==> config.mk <==
export PLATFORM = sky130hd
export DESIGN_NAME = dram_image_loader
export DESIGN_NICKNAME = d
export VERILOG_FILES = /design/src/rtl/dram_image_loader.sv
export SDC_FILE = /design/constraint.sdc
export NUM_CORES = 1
export LEC_CHECK = 0
export CAP_MARGIN = 20
export CORE_ASPECT_RATIO = 0.75
export CORE_MARGIN = 2
export CORE_UTILIZATION = 41
export DETAILED_ROUTE_END_ITERATION = 12
export GPL_ROUTABILITY_DRIVEN = 0
export HOLD_SLACK_MARGIN = 0.06
export PLACE_DENSITY_LB_ADDON = 0.1
export SYNTH_ARGS = -nofsm -noshare
export SYNTH_HDL_FRONTEND = slang
export SYNTH_SLANG_ARGS = --single-unit
==> constraint.sdc <==
create_clock -name clk -period 3.6 [get_ports clk]
set_clock_uncertainty 0.2 [all_clocks]
set_input_delay 0.72 -clock clk [delete_from_list [all_inputs] [get_ports clk]]
set_output_delay 0.72 -clock clk [all_outputs]
set_load 0.1 [all_outputs]
==> src/rtl/dram_image_loader.sv <==
// dram_image_loader: accepts a pixel byte stream over valid/ready and writes it
// sequentially into data RAM from address 0, flagging load_done when a full
// image of IMG_SIZE bytes has been written.
// Optional build macro LOADER_CHECKSUM_EN adds a 16-bit running byte checksum.
module dram_image_loader #(
  parameter int ADDR_WIDTH = 19,
  parameter int DATA_WIDTH = 8,
  parameter int IMG_SIZE   = 262144
) (
  input  logic                  clk,
  input  logic                  rst,
  input  logic                  start,
  input  logic                  abort,
  input  logic [DATA_WIDTH-1:0] in_data,
  input  logic                  in_valid,
  output logic                  in_ready,
  output logic                  dram_we,
  output logic [ADDR_WIDTH-1:0] dram_addr,
  output logic [DATA_WIDTH-1:0] dram_wdata,
  output logic                  busy,
  output logic                  load_done
`ifdef LOADER_CHECKSUM_EN
  ,
  output logic [15:0]           checksum
`endif
);

  // One extra count bit so a full 2^ADDR_WIDTH image is representable.
  localparam int CW = ADDR_WIDTH + 1;
  localparam logic [CW-1:0] LAST_COUNT = CW'(IMG_SIZE - 1);

  typedef enum logic [1:0] {
    IDLE,
    LOAD,
    DONE
  } state_t;

  state_t                  state, state_nxt;
  logic [CW-1:0]           count, count_nxt;
  logic                    in_ready_nxt, busy_nxt, load_done_nxt, we_nxt;
  logic [ADDR_WIDTH-1:0]   addr_nxt;
  logic [DATA_WIDTH-1:0]   wdata_nxt;
  logic                    accept;

  // in_ready is only ever high in LOAD, so acceptance implies LOAD.
  assign accept = in_valid && in_ready;

`ifdef LOADER_CHECKSUM_EN
  logic [15:0] checksum_nxt;
`endif

  // Next-state and next-output decode; every output is registered below.
  always_comb begin
    // NOTE: every variable gets a default first so no path leaves it unassigned,
    // which would otherwise infer a latch.
    state_nxt     = state;
    count_nxt     = count;
    in_ready_nxt  = in_ready;
    busy_nxt      = busy;
    load_done_nxt = load_done;
    we_nxt        = 1'b0;
    addr_nxt      = dram_addr;
    wdata_nxt     = dram_wdata;
`ifdef LOADER_CHECKSUM_EN
    checksum_nxt  = checksum;
`endif

    // An accepted byte is written one cycle later, even if abort arrives with it.
    if (accept) begin
      we_nxt    = 1'b1;
      addr_nxt  = count[ADDR_WIDTH-1:0];
      wdata_nxt = in_data;
      count_nxt = count + CW'(1);
`ifdef LOADER_CHECKSUM_EN
      checksum_nxt = checksum + 16'(in_data);
`endif
    end

    case (state)
      IDLE, DONE: begin
        // start (re)begins a load; abort is meaningless here.
        if (start) begin
          state_nxt     = LOAD;
          count_nxt     = '0;
          in_ready_nxt  = 1'b1;
          busy_nxt      = 1'b1;
          load_done_nxt = 1'b0;
`ifdef LOADER_CHECKSUM_EN
          checksum_nxt  = '0;
`endif
        end
      end
      LOAD: begin
        // abort beats both start and completion; start alone is ignored.
        if (abort) begin
          state_nxt    = IDLE;
          in_ready_nxt = 1'b0;
          busy_nxt     = 1'b0;
        end else if (accept && (count == LAST_COUNT)) begin
          state_nxt     = DONE;
          in_ready_nxt  = 1'b0;
          busy_nxt      = 1'b0;
          load_done_nxt = 1'b1;
        end
      end
      default: begin
        state_nxt    = IDLE;
        in_ready_nxt = 1'b0;
        busy_nxt     = 1'b0;
      end
    endcase
  end

  // State and output registers with asynchronous reset.
  always_ff @(posedge clk or posedge rst) begin
    if (rst) begin
      state      <= IDLE;
      count      <= '0;
      in_ready   <= 1'b0;
      busy       <= 1'b0;
      load_done  <= 1'b0;
      dram_we    <= 1'b0;
      dram_addr  <= '0;
      dram_wdata <= '0;
`ifdef LOADER_CHECKSUM_EN
      checksum   <= '0;
`endif
    end else begin
      // NOTE: non-blocking assignments so every register samples pre-edge values.
      state      <= state_nxt;
      count      <= count_nxt;
      in_ready   <= in_ready_nxt;
      busy       <= busy_nxt;
      load_done  <= load_done_nxt;
      dram_we    <= we_nxt;
      dram_addr  <= addr_nxt;
      dram_wdata <= wdata_nxt;
`ifdef LOADER_CHECKSUM_EN
      checksum   <= checksum_nxt;
`endif
    end
  end

endmodule
Word level (Yosys, flattened, before mapping)
Index checks and enable logic that the tools add are counted.

storage, ports and cells
  register bits = 52
  input bits = 13
  output and inout port bits = 31
  logic and storage cells = 38

cells by class
  add/subtract/negate cells = 1
  equality and inequality tests = 7
  multiplexer cells = 16
  reductions and logical operators = 7

operator list
  operator                 number
  $mux W20                 3
  $add A20 B1 Y20 const B  1
  $eq A20 B18 Y1 const B   1
  $mux W1                  7
  $mux W2                  3
  $ne A2 B2 Y1 const B     3
  $pmux W1 S2              2
  $pmux W2 S2              1
  $reduce_and A4 Y1        1
  $ne A3 B3 Y1 const B     1
  $eq A2 B1 Y1 const B     1
  $eq A2 B2 Y1 const B     1
  $logic_and A1 B1 Y1      2
  $logic_not A2 Y1         1
  $reduce_and A2 Y1        1
  $reduce_bool A2 Y1       1
  $reduce_or A2 Y1         1

Depth between registers and ports, before layout
Gate-level depths: netlist of run 1.

  depth in word-level cells = 5
  gate-level depth with buffers = 6
  gate-level depth less buffers = 5

Worst setup path after synthesis of run 1
Ideal clock, no wire load.

  kind = reg2reg
  start point = reg busy (netlist name)
  end point = reg count[13]
  library setup time = 0.078 ns
  arrival time = 2.158 ns
  data required time = 3.322 ns
  setup slack = 1.164 ns
  cell stages (with the launch flop) = 6
  path buffers = 1
  clock period less this slack = 2.436 ns
  cell sequence = dfrtp_1 > and4_1 > nand4_4 > buf_6 > or4_1 > a21oi_1

RTL lines
  item                  RTL line  source
  end signal, assigned  131       count <= count_nxt;
  end, declared         39        logic [CW-1:0] count, count_nxt;

Worst setup path after layout of run 1
  start point = reg dram_we
  end point = out dram_we

RTL lines
  item                    RTL line  source
  start, declared         17        output logic dram_we,
  start signal, assigned  135       dram_we <= we_nxt;

No word-level cell between the ends.

==> results.txt, run 1 <==
CP Capture Point -> dram_we
Row count -> 23
Latest clock arrival within the worst-skew pair -> 0.31 ns
Largest net degree at the start of global routing -> 35
Vias per cell -> 5.079
H-tree Lvls -> 2
Via count -> 1534
EDFF count, synth -> 0
CTS resizes -> 0
Drt first-iter violations -> 64
Most frequent cells in the layout -> dfrtp_1 (52), buf_4 (34), mux2_2 (26)
Nets -> 240
CP Class -> reg -> out
Post-synthesis sequential area ratio -> 0.5856
Reg-to-reg slack, setup -> 1.45 ns
CTS Root Cell -> clkbuf_8
Crit. Startpoint -> dram_we
Leading area contributor after synthesis -> dfrtp_1
FMAX -> 0.3732 GHz
Vias in the first global route -> 1570
Antenna diodes -> 0
#FFs+latches synth -> 52
Final number of setup-violating endpoints -> 0
Critical path peak fanout -> 1
# DRC -> 0
Worst slew pin tran -> 0.9696 ns
Starting Density -> 0.4197
Wire length on met1 -> 2037 um
Detail Route met3 WL -> 143 um
Initial antenna violation count -> 0
Worst-path clk slew -> 0.09 ns
Library cells used by synthesis -> 29
CP startpoint kind -> register
Data arrival time of the critical path -> 1.76 ns
Most common cell after layout, fill and taps aside -> dfrtp_1
RSZ-0062 raised after global routing -> no
Fin crit share -> 0.7444
Buffers & Inverters on Critical Path -> 1
Clk sinks -> 52
Tightest Hold Check Type -> reg -> reg
I/O Buffers -> 43
Core area -> 0.005295 mm^2
Max Used Layer -> met4
Grt ovf -> 0
Deepest clock path buffer count -> 2
Delay-heaviest family, CP -> buffers and inverters
Full die area -> 0.006031 mm^2
IO Count -> 44
Setup TNS Final -> 0 ns
Synthesized instance count -> 181
Max Slew Vio Count -> 0
Chip width -> 89.01 um
Area contributors post-synth -> dfrtp_1 (59%), mux2_2 (13%), xor2_1 (3.5%), a21oi_1 (2.0%), nand2_1 (2.0%)
Worst reg-to-reg path cell count -> 5
Share of cells above drive strength 1 -> 0.3128
Worst VDD drop -> 265.9 uV
Slowest cell on the critical path -> clkdlybuf4s50_1
Max_slew headroom -> 0.3516
Drt first pass iters -> 4
Detailed Route WL -> 4279 um
Required time worst endpoint -> 2.68 ns
Tmin final -> 2.680 ns
Post-CTS Setup Repair Bufs -> 0
Ys Warns -> 0
Avg Synthesized Cell Area -> 12.28 um^2
Top_reg_cell synth -> dfrtp_1
CTS tree -> done
Mapped cell area -> 0.002222 mm^2
Static Leak -> 1.288 nW
Area grow syn2layout -> 23.25%
Worst-path cell chain -> clkdlybuf4s50_1
GRT Total Usage -> 0.1661
Hold WS -> 0.3020 ns
R2r startpoint -> count[1]
MaxCap Viol Count -> 0
Worst path depth -> 1
Worst R2R End -> count[16]
Hold buffers post-CTS -> 0
Wirelength per Cell -> 14.17 um
Share of the synthesized area in the top cell type -> 0.5856
Met2 routed wirelength -> 2037 um
Die Y -> 67.76 um
PD cells -> 563.9 mW/mm^2
Synth async-reset ratio -> 1.000
Routed Antenna Nets -> 0
Post-DP HPWL -> 3065 um
Status -> finished clean
Hold Violations, Final -> 0
Global-route wire length before repair -> 7507 um
Largest stage delay, worst path -> 1.13 ns
CTS buffer count -> 5
Worst Setup End Kind -> primary output
Syn nets -> 195
-- tightest hold or removal path, cell delays in order, from the launching register on --
cell and delay, ns:
dfrtp_1 0.35, nand2_1 0.05, o21ai_0 0.07
-- stage by stage --
| step | instances | util | cell area (um^2) | setup WS, ns | power [mW] |
|---|---|---|---|---|---|
| floorplan | 181 | - | 2222 | 1.164 | 1.101 |
| global placement | 294 | 0.5002 | 2649 | 0.9921 | 1.212 |
| detailed placement | 294 | 0.5002 | 2649 | 0.9145 | 1.222 |
| CTS | 302 | 0.5173 | 2739 | 0.9058 | 1.565 |
| global route | 302 | 0.5173 | 2739 | 0.8628 | 1.614 |
| finish | 302 | 0.5173 | 2739 | 0.9202 | 1.544 |
-- cell families (layout without fill, tap and decap cells) --
family / after synthesis / after routing / share of synthesized area
simple gates: 54 / 54 / 0.1391
compound gates: 24 / 24 / 0.06419
mux: 26 / 26 / 0.1318
xor+xnor: 11 / 11 / 0.04336
fa+ha+maj: 1 / 1 / 0.005630
buf+inv: 13 / 59 / 0.03040
flops: 52 / 52 / 0.5856
-- final cells by class --
| type | count | area [um^2] |
|---|---|---|
| Clock buffer | 8 | 90.09 |
| Fill cell | 472 | 2556 |
| Inverter | 4 | 15.01 |
| Multi-Input combinational cell | 116 | 853.3 |
| Sequential cell | 52 | 1301 |
| Tap cell | 75 | 93.84 |
| Timing Repair Buffer | 47 | 385.4 |
-- sequential cells by signal, indices dropped and copies added, names as in the netlist --
signal	cells
busy	1
count	20
dram_addr	19
dram_wdata	8
dram_we	1
load_done	1
state	2
-- cells in the mapped netlist, types with 5 or more instances --
cell      number
nand2_1       12
nor2_1        12
o21ai_0        7
a21oi_1        9
xor2_1         9
clkbuf_1       5
dfrtp_1       52
mux2_2        26
nand3_1        5
nand4_1        7
-- worst min path at each step --
stage | slack [ns] | startpoint | cells past startpoint | to
final | 0.30 | dram_addr[12] | 2 | dram_addr[12]
after global routing | 0.33 | dram_addr[9] | 1 | dram_addr[9]
after CTS | 0.31 | dram_addr[12] | 2 | dram_addr[12]
after detailed placement | 0.29 | dram_addr[12] | 2 | dram_addr[12]
after global placement | 0.27 | dram_addr[12] | 2 | dram_addr[12]
after floorplan | 0.31 | count[8] | 2 | count[8]
-- per-layer routing --
metal	up-vias	track usage
li1	735	-
met1	762	0.2200
met2	30	0.2631
met3	7	0.04156
met4	0	0.06716
met5	-	0
-- report_power, final --
| group | total (mW) | internal, mW | switching, mW |
|---|---|---|---|
| Combinational | 0.521 | 0.124 | 0.397 |
| Clock | 0.340 | 0.157 | 0.183 |
| Sequential | 0.683 | 0.637 | 0.0462 |
No activity file was read; power rests on OpenSTA's default activity.
==> run 2, diff against run 1 <==
clock period = 2.29 ns   (was 3.6 ns; I/O delays follow)
==> results.txt, run 2 (synthesized netlist as in run 1, its figures left out) <==
Status -> finished clean (unchanged)
Max FFs per register -> 20 (unchanged)
Critical path peak fanout -> 8 (was 1)
Max Slew Vio Count -> 0 (unchanged)
Max_slew headroom -> 0.6923 (was 0.3516)
Hold Violations, Final -> 0 (unchanged)
Tightest Hold Check Type -> in -> async (was reg -> reg)
Nets -> 246 (was 240)
CTS Root Cell -> clkbuf_8 (unchanged)
Fin crit share -> 0.8764
Initial antenna violation count -> 0 (unchanged)
Antenna diodes -> 0 (unchanged)
Drt first pass iters -> 4 (unchanged)
CP Class -> in -> reg (was reg -> out)
Final number of setup-violating endpoints -> 0 (unchanged)
Clk sinks -> 52 (unchanged)
GRT Total Usage -> 0.1664 (was 0.1661)
Layout Cells excl Fill -> 308 (was 302)
Routed Antenna Nets -> 0 (unchanged)
Largest registers -> count (20), dram_addr (19), dram_wdata (8) (unchanged)
Fillers -> 496 (was 472)
Worst slew pin tran -> 0.4611 ns (was 0.9696 ns)
Worst VDD drop -> 432.3 uV (was 265.9 uV)
Pwr Total -> 2.542 mW (was 1.544 mW)
Detailed Route WL -> 4464 um (was 4279 um)
H-tree Lvls -> 2 (unchanged)
Required time worst endpoint -> 2.33 ns (was 2.68 ns)
Hold buffers post-CTS -> 0 (unchanged)
Via count -> 1553 (was 1534)
Placed cells -> 300 (was 294)
Setup TNS Final -> 0 ns (unchanged)
Data arrival time of the critical path -> 2.04 ns (was 1.76 ns)
Full die area -> 0.006031 mm^2 (unchanged)
Global-route wire length before repair -> 7562 um (was 7507 um)
Most frequent cells in the layout -> dfrtp_1 (51), buf_4 (40), mux2_2 (26) (was dfrtp_1 (52), buf_4 (34), mux2_2 (26))
Latest clock arrival within the worst-skew pair -> 0.30 ns (was 0.31 ns)
FMAX -> 0.4982 GHz
Wirelength per Cell -> 14.49 um (was 14.17 um)
Tmin final -> 2.007 ns
Drt first-iter violations -> 58 (was 64)
Row count -> 23 (unchanged)
Core area -> 0.005295 mm^2 (unchanged)
Area grow syn2layout -> 26.75% (was 23.25%)
Most common cell after layout, fill and taps aside -> dfrtp_1 (unchanged)
# DRC -> 0 (unchanged)
Post-CTS Setup Repair Bufs -> 0 (unchanged)
CTS tree -> done (unchanged)
Share of cells above drive strength 1 -> 0.3476 (was 0.3128)
Worst-path clk slew -> 0.10 ns (was 0.09 ns)
Deepest clock path buffer count -> 2 (unchanged)
Pre-CTS setup slack -> -0.04813 ns (was 0.9145 ns)
Vias per cell -> 5.042 (was 5.079)
Chip width -> 89.01 um (unchanged)
Vias in the first global route -> 1556 (was 1570)
CTS resizes -> 0 (unchanged)
Post-DP HPWL -> 3250 um (was 3065 um)
Grt ovf -> 0 (unchanged)
Die Y -> 67.76 um (unchanged)
Largest net degree at the start of global routing -> 36 (was 35)
PD cells -> 902.6 mW/mm^2 (was 563.9 mW/mm^2)
MaxCap Viol Count -> 0 (unchanged)
Largest register by flop count -> count (unchanged)
Final worst setup slack -> 0.2830 ns (was 0.9202 ns)
CP startpoint kind -> input port (was register)
Static Leak -> 1.331 nW (was 1.288 nW)
IO Count -> 44 (unchanged)
I/O Buffers -> 43 (unchanged)
RSZ-0062 raised after global routing -> no (unchanged)
Starting Density -> 0.4197 (unchanged)
CTS buffer count -> 5 (unchanged)
Final Core Density -> 0.5319 (was 0.5173)
Worst Setup End Kind -> register (was primary output)
## run 2: cell count changes in the layout (fill, tap and decap cells not counted), sizes merged
cell / previous run / this run
buf: 34 / 41
bufinv: 0 / 1
clkbuf: 8 / 5
clkdlybuf4s50: 13 / 12
clkinv: 0 / 1
clkinvlp: 0 / 1
## run 2: final timing paths
| check | start | endpoint | slack [ns] | depth (start not counted) |
|---|---|---|---|---|
| setup / recovery | in_valid | count[19] | 0.28 | 5 |
| hold / removal | rst | state[0] | 0.26 | 2 |
| setup reg to reg | count[3] | count[19] | 0.35 | 4 |
| hold reg to reg | dram_addr[12] | dram_addr[12] | 0.30 | 2 |
| max in group asynchronous | rst | count[0] | 1.11 | 3 |
| min in group clk | dram_addr[12] | dram_addr[12] | 0.30 | 2 |
## run 2: final cells by class
| type | instances | area, um^2 | share of cell area |
|---|---|---|---|
| clock buffer | 5 | 68.82 | 0.02443 |
| sequential | 52 | 1303 | 0.4625 |
| inverter | 4 | 15.01 | 0.005331 |
| multi-input combinational | 116 | 853.3 | 0.3030 |
| clock inverter | 3 | 42.54 | 0.01510 |
| timing repair buffer | 53 | 440.4 | 0.1564 |
| tap | 75 | 93.84 | 0.03332 |
## run 2: through the flow
step | cell area [um^2] | hold WS [ns]
2_1_floorplan | 2223 | 0.3141
3_3_place_gp | 2705 | 0.2752
3_5_place_dp | 2705 | 0.2860
4_1_cts | 2816 | 0.2631
5_1_grt | 2816 | 0.3010
6_report | 2816 | 0.2566
## run 2: routing by layer
metal | GRT usage | wire length (um) | vias up
met3 | 0.04034 | 195 | 7
met4 | 0.05784 | 58 | 0
met2 | 0.2724 | 2219 | 41
met1 | 0.2179 | 1990 | 759
li1 | - | - | 746
met5 | 0 | 0 | -
## run 2: critical path: stages
cell	delay, ns
clkdlybuf4s50_1	0.50
and4_1	0.27
nand4_4	0.16
or4_1	0.49
a21oi_1	0.15
## run 2: power by group
part           internal, mW  total [mW]  switching, mW
logic                 0.209       0.855          0.646
clock network         0.324       0.623          0.300
registers              1.00        1.06         0.0613
==> run 3, diff against run 2 <==
HOLD_SLACK_MARGIN = 0.12   (was 0.06)
clock period = 1.65 ns   (was 2.29 ns; I/O delays follow)
==> results.txt, run 3 (synthesized netlist as in run 1, its figures left out) <==
Grt ovf -> 0 (unchanged)
Worst-path clk slew -> 0.09 ns (was 0.10 ns)
Largest net degree at the start of global routing -> 53 (was 36)
Worst VDD drop -> 535.2 uV (was 432.3 uV)
Max_slew headroom -> 0.8154 (was 0.6923)
Delay-heaviest family, CP -> simple AND/OR/NAND/NOR gates (unchanged)
Tmin final -> 1.768 ns
Routed Antenna Nets -> 0 (unchanged)
Max FFs per register -> 20 (unchanged)
Chip width -> 89.01 um (unchanged)
Vias per cell -> 5.134 (was 5.042)
Die Y -> 67.76 um (unchanged)
Wire length on met1 -> 2166 um (was 1990 um)
Deepest clock path buffer count -> 2 (unchanged)
Final worst setup slack -> -0.1182 ns (was 0.2830 ns)
Met2 routed wirelength -> 2387 um (was 2219 um)
Critical path peak fanout -> 5 (was 8)
Detailed Route WL -> 4909 um (was 4464 um)
Starting Density -> 0.4197 (unchanged)
Full die area -> 0.006031 mm^2 (unchanged)
Share of cells above drive strength 1 -> 0.4615 (was 0.3476)
Most frequent cells in the layout -> dfrtp_1 (51), buf_12 (34), buf_4 (32) (was dfrtp_1 (51), buf_4 (40), mux2_2 (26))
Largest stage delay, worst path -> 0.43 ns (was 0.50 ns)
Drt first-iter violations -> 88 (was 58)
Tightest Hold Check Type -> in -> async (unchanged)
H-tree Lvls -> 2 (unchanged)
MaxCap Viol Count -> 0 (unchanged)
Placed cell area -> 0.003304 mm^2 (was 0.002705 mm^2)
Pwr Total -> 3.762 mW (was 2.542 mW)
Setup TNS Final -> -0.6232 ns (was 0 ns)
Slowest cell on the critical path -> or3_4 (was clkdlybuf4s50_1)
Via count -> 1720 (was 1553)
FMAX -> 0.5655 GHz
Row count -> 23 (unchanged)
CP Class -> reg -> reg (was in -> reg)
Largest register by flop count -> count (unchanged)
Fillers -> 406 (was 496)
Status -> finished, violations left (was finished clean)
GRT Total Usage -> 0.1781 (was 0.1664)
Wirelength per Cell -> 14.65 um (was 14.49 um)
Data arrival time of the critical path -> 1.81 ns (was 2.04 ns)
Clk sinks -> 52 (unchanged)
Core area -> 0.005295 mm^2 (unchanged)
IO Count -> 44 (unchanged)
RSZ-0062 raised after global routing -> yes (was no)
Antenna diodes -> 0 (unchanged)
CP startpoint kind -> register (was input port)
Global-route wire length before repair -> 8086 um (was 7562 um)
CTS tree -> done (unchanged)
Fin area -> 0.003477 mm^2 (was 0.002816 mm^2)
PD cells -> 1082 mW/mm^2 (was 902.6 mW/mm^2)
# DRC -> 0 (unchanged)
Static Leak -> 1.580 nW (was 1.331 nW)
Failing checks -> negative setup slack
CTS buffer count -> 5 (unchanged)
Max Slew Vio Count -> 0 (unchanged)
Worst slew pin tran -> 0.2769 ns (was 0.4611 ns)
Most common cell after layout, fill and taps aside -> dfrtp_1 (unchanged)
I/O Buffers -> 43 (unchanged)
Fin crit share -> 1.072
Required time worst endpoint -> 1.69 ns (was 2.33 ns)
Initial antenna violation count -> 0 (unchanged)
Vias in the first global route -> 1707 (was 1556)
Latest clock arrival within the worst-skew pair -> 0.30 ns (about the same)
Worst Setup End Kind -> register (unchanged)
Final Core Density -> 0.6567 (was 0.5319)
Post-DP HPWL -> 3442 um (was 3250 um)
Nets -> 273 (was 246)
Worst-path cell chain -> ha_2, and4_4, nand4_1, or3_4, a21oi_2 (was clkdlybuf4s50_1, and4_1, nand4_4, or4_1, a21oi_1)
Final number of setup-violating endpoints -> 12 (was 0)
Buffers & Inverters on Critical Path -> 0 (was 1)
CTS Root Cell -> clkbuf_8 (unchanged)
Detail Route met3 WL -> 248 um (was 195 um)
Area grow syn2layout -> 56.48% (was 26.75%)
Largest registers -> count (20), dram_addr (19), dram_wdata (8) (unchanged)
Max Used Layer -> met4 (unchanged)
Drt first pass iters -> 4 (unchanged)
Hold Violations, Final -> 0 (unchanged)
[run 3: cell types whose count changed in the layout (fill, tap and decap cells not counted), moves of 2 or more]
cell,before,now
buf_12,1,34
and4_4,0,2
buf_4,40,32
a21oi_1,9,7
nand3_2,0,2
and4_1,4,1
nand3_1,5,3
o31ai_1,4,2
a21oi_2,0,2
buf_6,0,2
[run 3: worst min-delay path: stages]
cell	delay (ns)
clkdlybuf4s50_1	0.44
clkinvlp_4	0.10
buf_12	0.26
[run 3: routing by layer]
layer | vias to the layer above | track usage
li1 | 799 | -
met1 | 852 | 0.2290
met2 | 57 | 0.2892
met3 | 12 | 0.04768
met4 | 0 | 0.06903
met5 | - | 0
[run 3: metrics by stage]
step / setup slack, ns / hold slack, ns / std cells
after floorplan: -0.4138 / 0.1850 / 181
after global placement: -0.3492 / 0.3326 / 324
after detailed placement: -0.3830 / 0.3501 / 324
after CTS: -0.08029 / 0.2546 / 333
after global routing: -0.1740 / 0.2830 / 335
final: -0.1182 / 0.2368 / 335
[run 3: report_power, final]
group / leakage, nW / internal (mW) / total (mW) / switching [mW]
clock network: 0.0510 / 0.335 / 0.743 / 0.407
logic: 0.832 / 0.580 / 1.51 / 0.927
registers: 0.697 / 1.39 / 1.51 / 0.119
[run 3: worst paths after layout]
kind / from / to / slack (ns) / cells after the start
setup / recovery: count[0] / count[18] / -0.12 / 5
hold / removal: rst / dram_wdata[3] / 0.24 / 3
setup reg to reg: count[0] / count[18] / -0.12 / 5
hold reg to reg: dram_addr[12] / dram_addr[12] / 0.38 / 2
max in group asynchronous: rst / count[1] / 0.77 / 3
min in group clk: dram_addr[12] / dram_addr[12] / 0.38 / 2
[run 3: cell type report]
cell class	instances	area, um^2	area share
clock inverter	2	10.01	0.002879
inverter	4	18.77	0.005398
tap	75	93.84	0.02699
sequential	52	1303	0.3746
clock buffer	6	82.58	0.02375
timing repair buffer	80	1062	0.3055
multi-input combinational	116	907.1	0.2609
[run 3: timing repair]
action	in CTS	in global routing
gates cloned	0	0
resized for setup	3	12
setup endpoints to repair	14	16
hold buffers	0	0
pin swaps	1	7
setup buffers	1	2
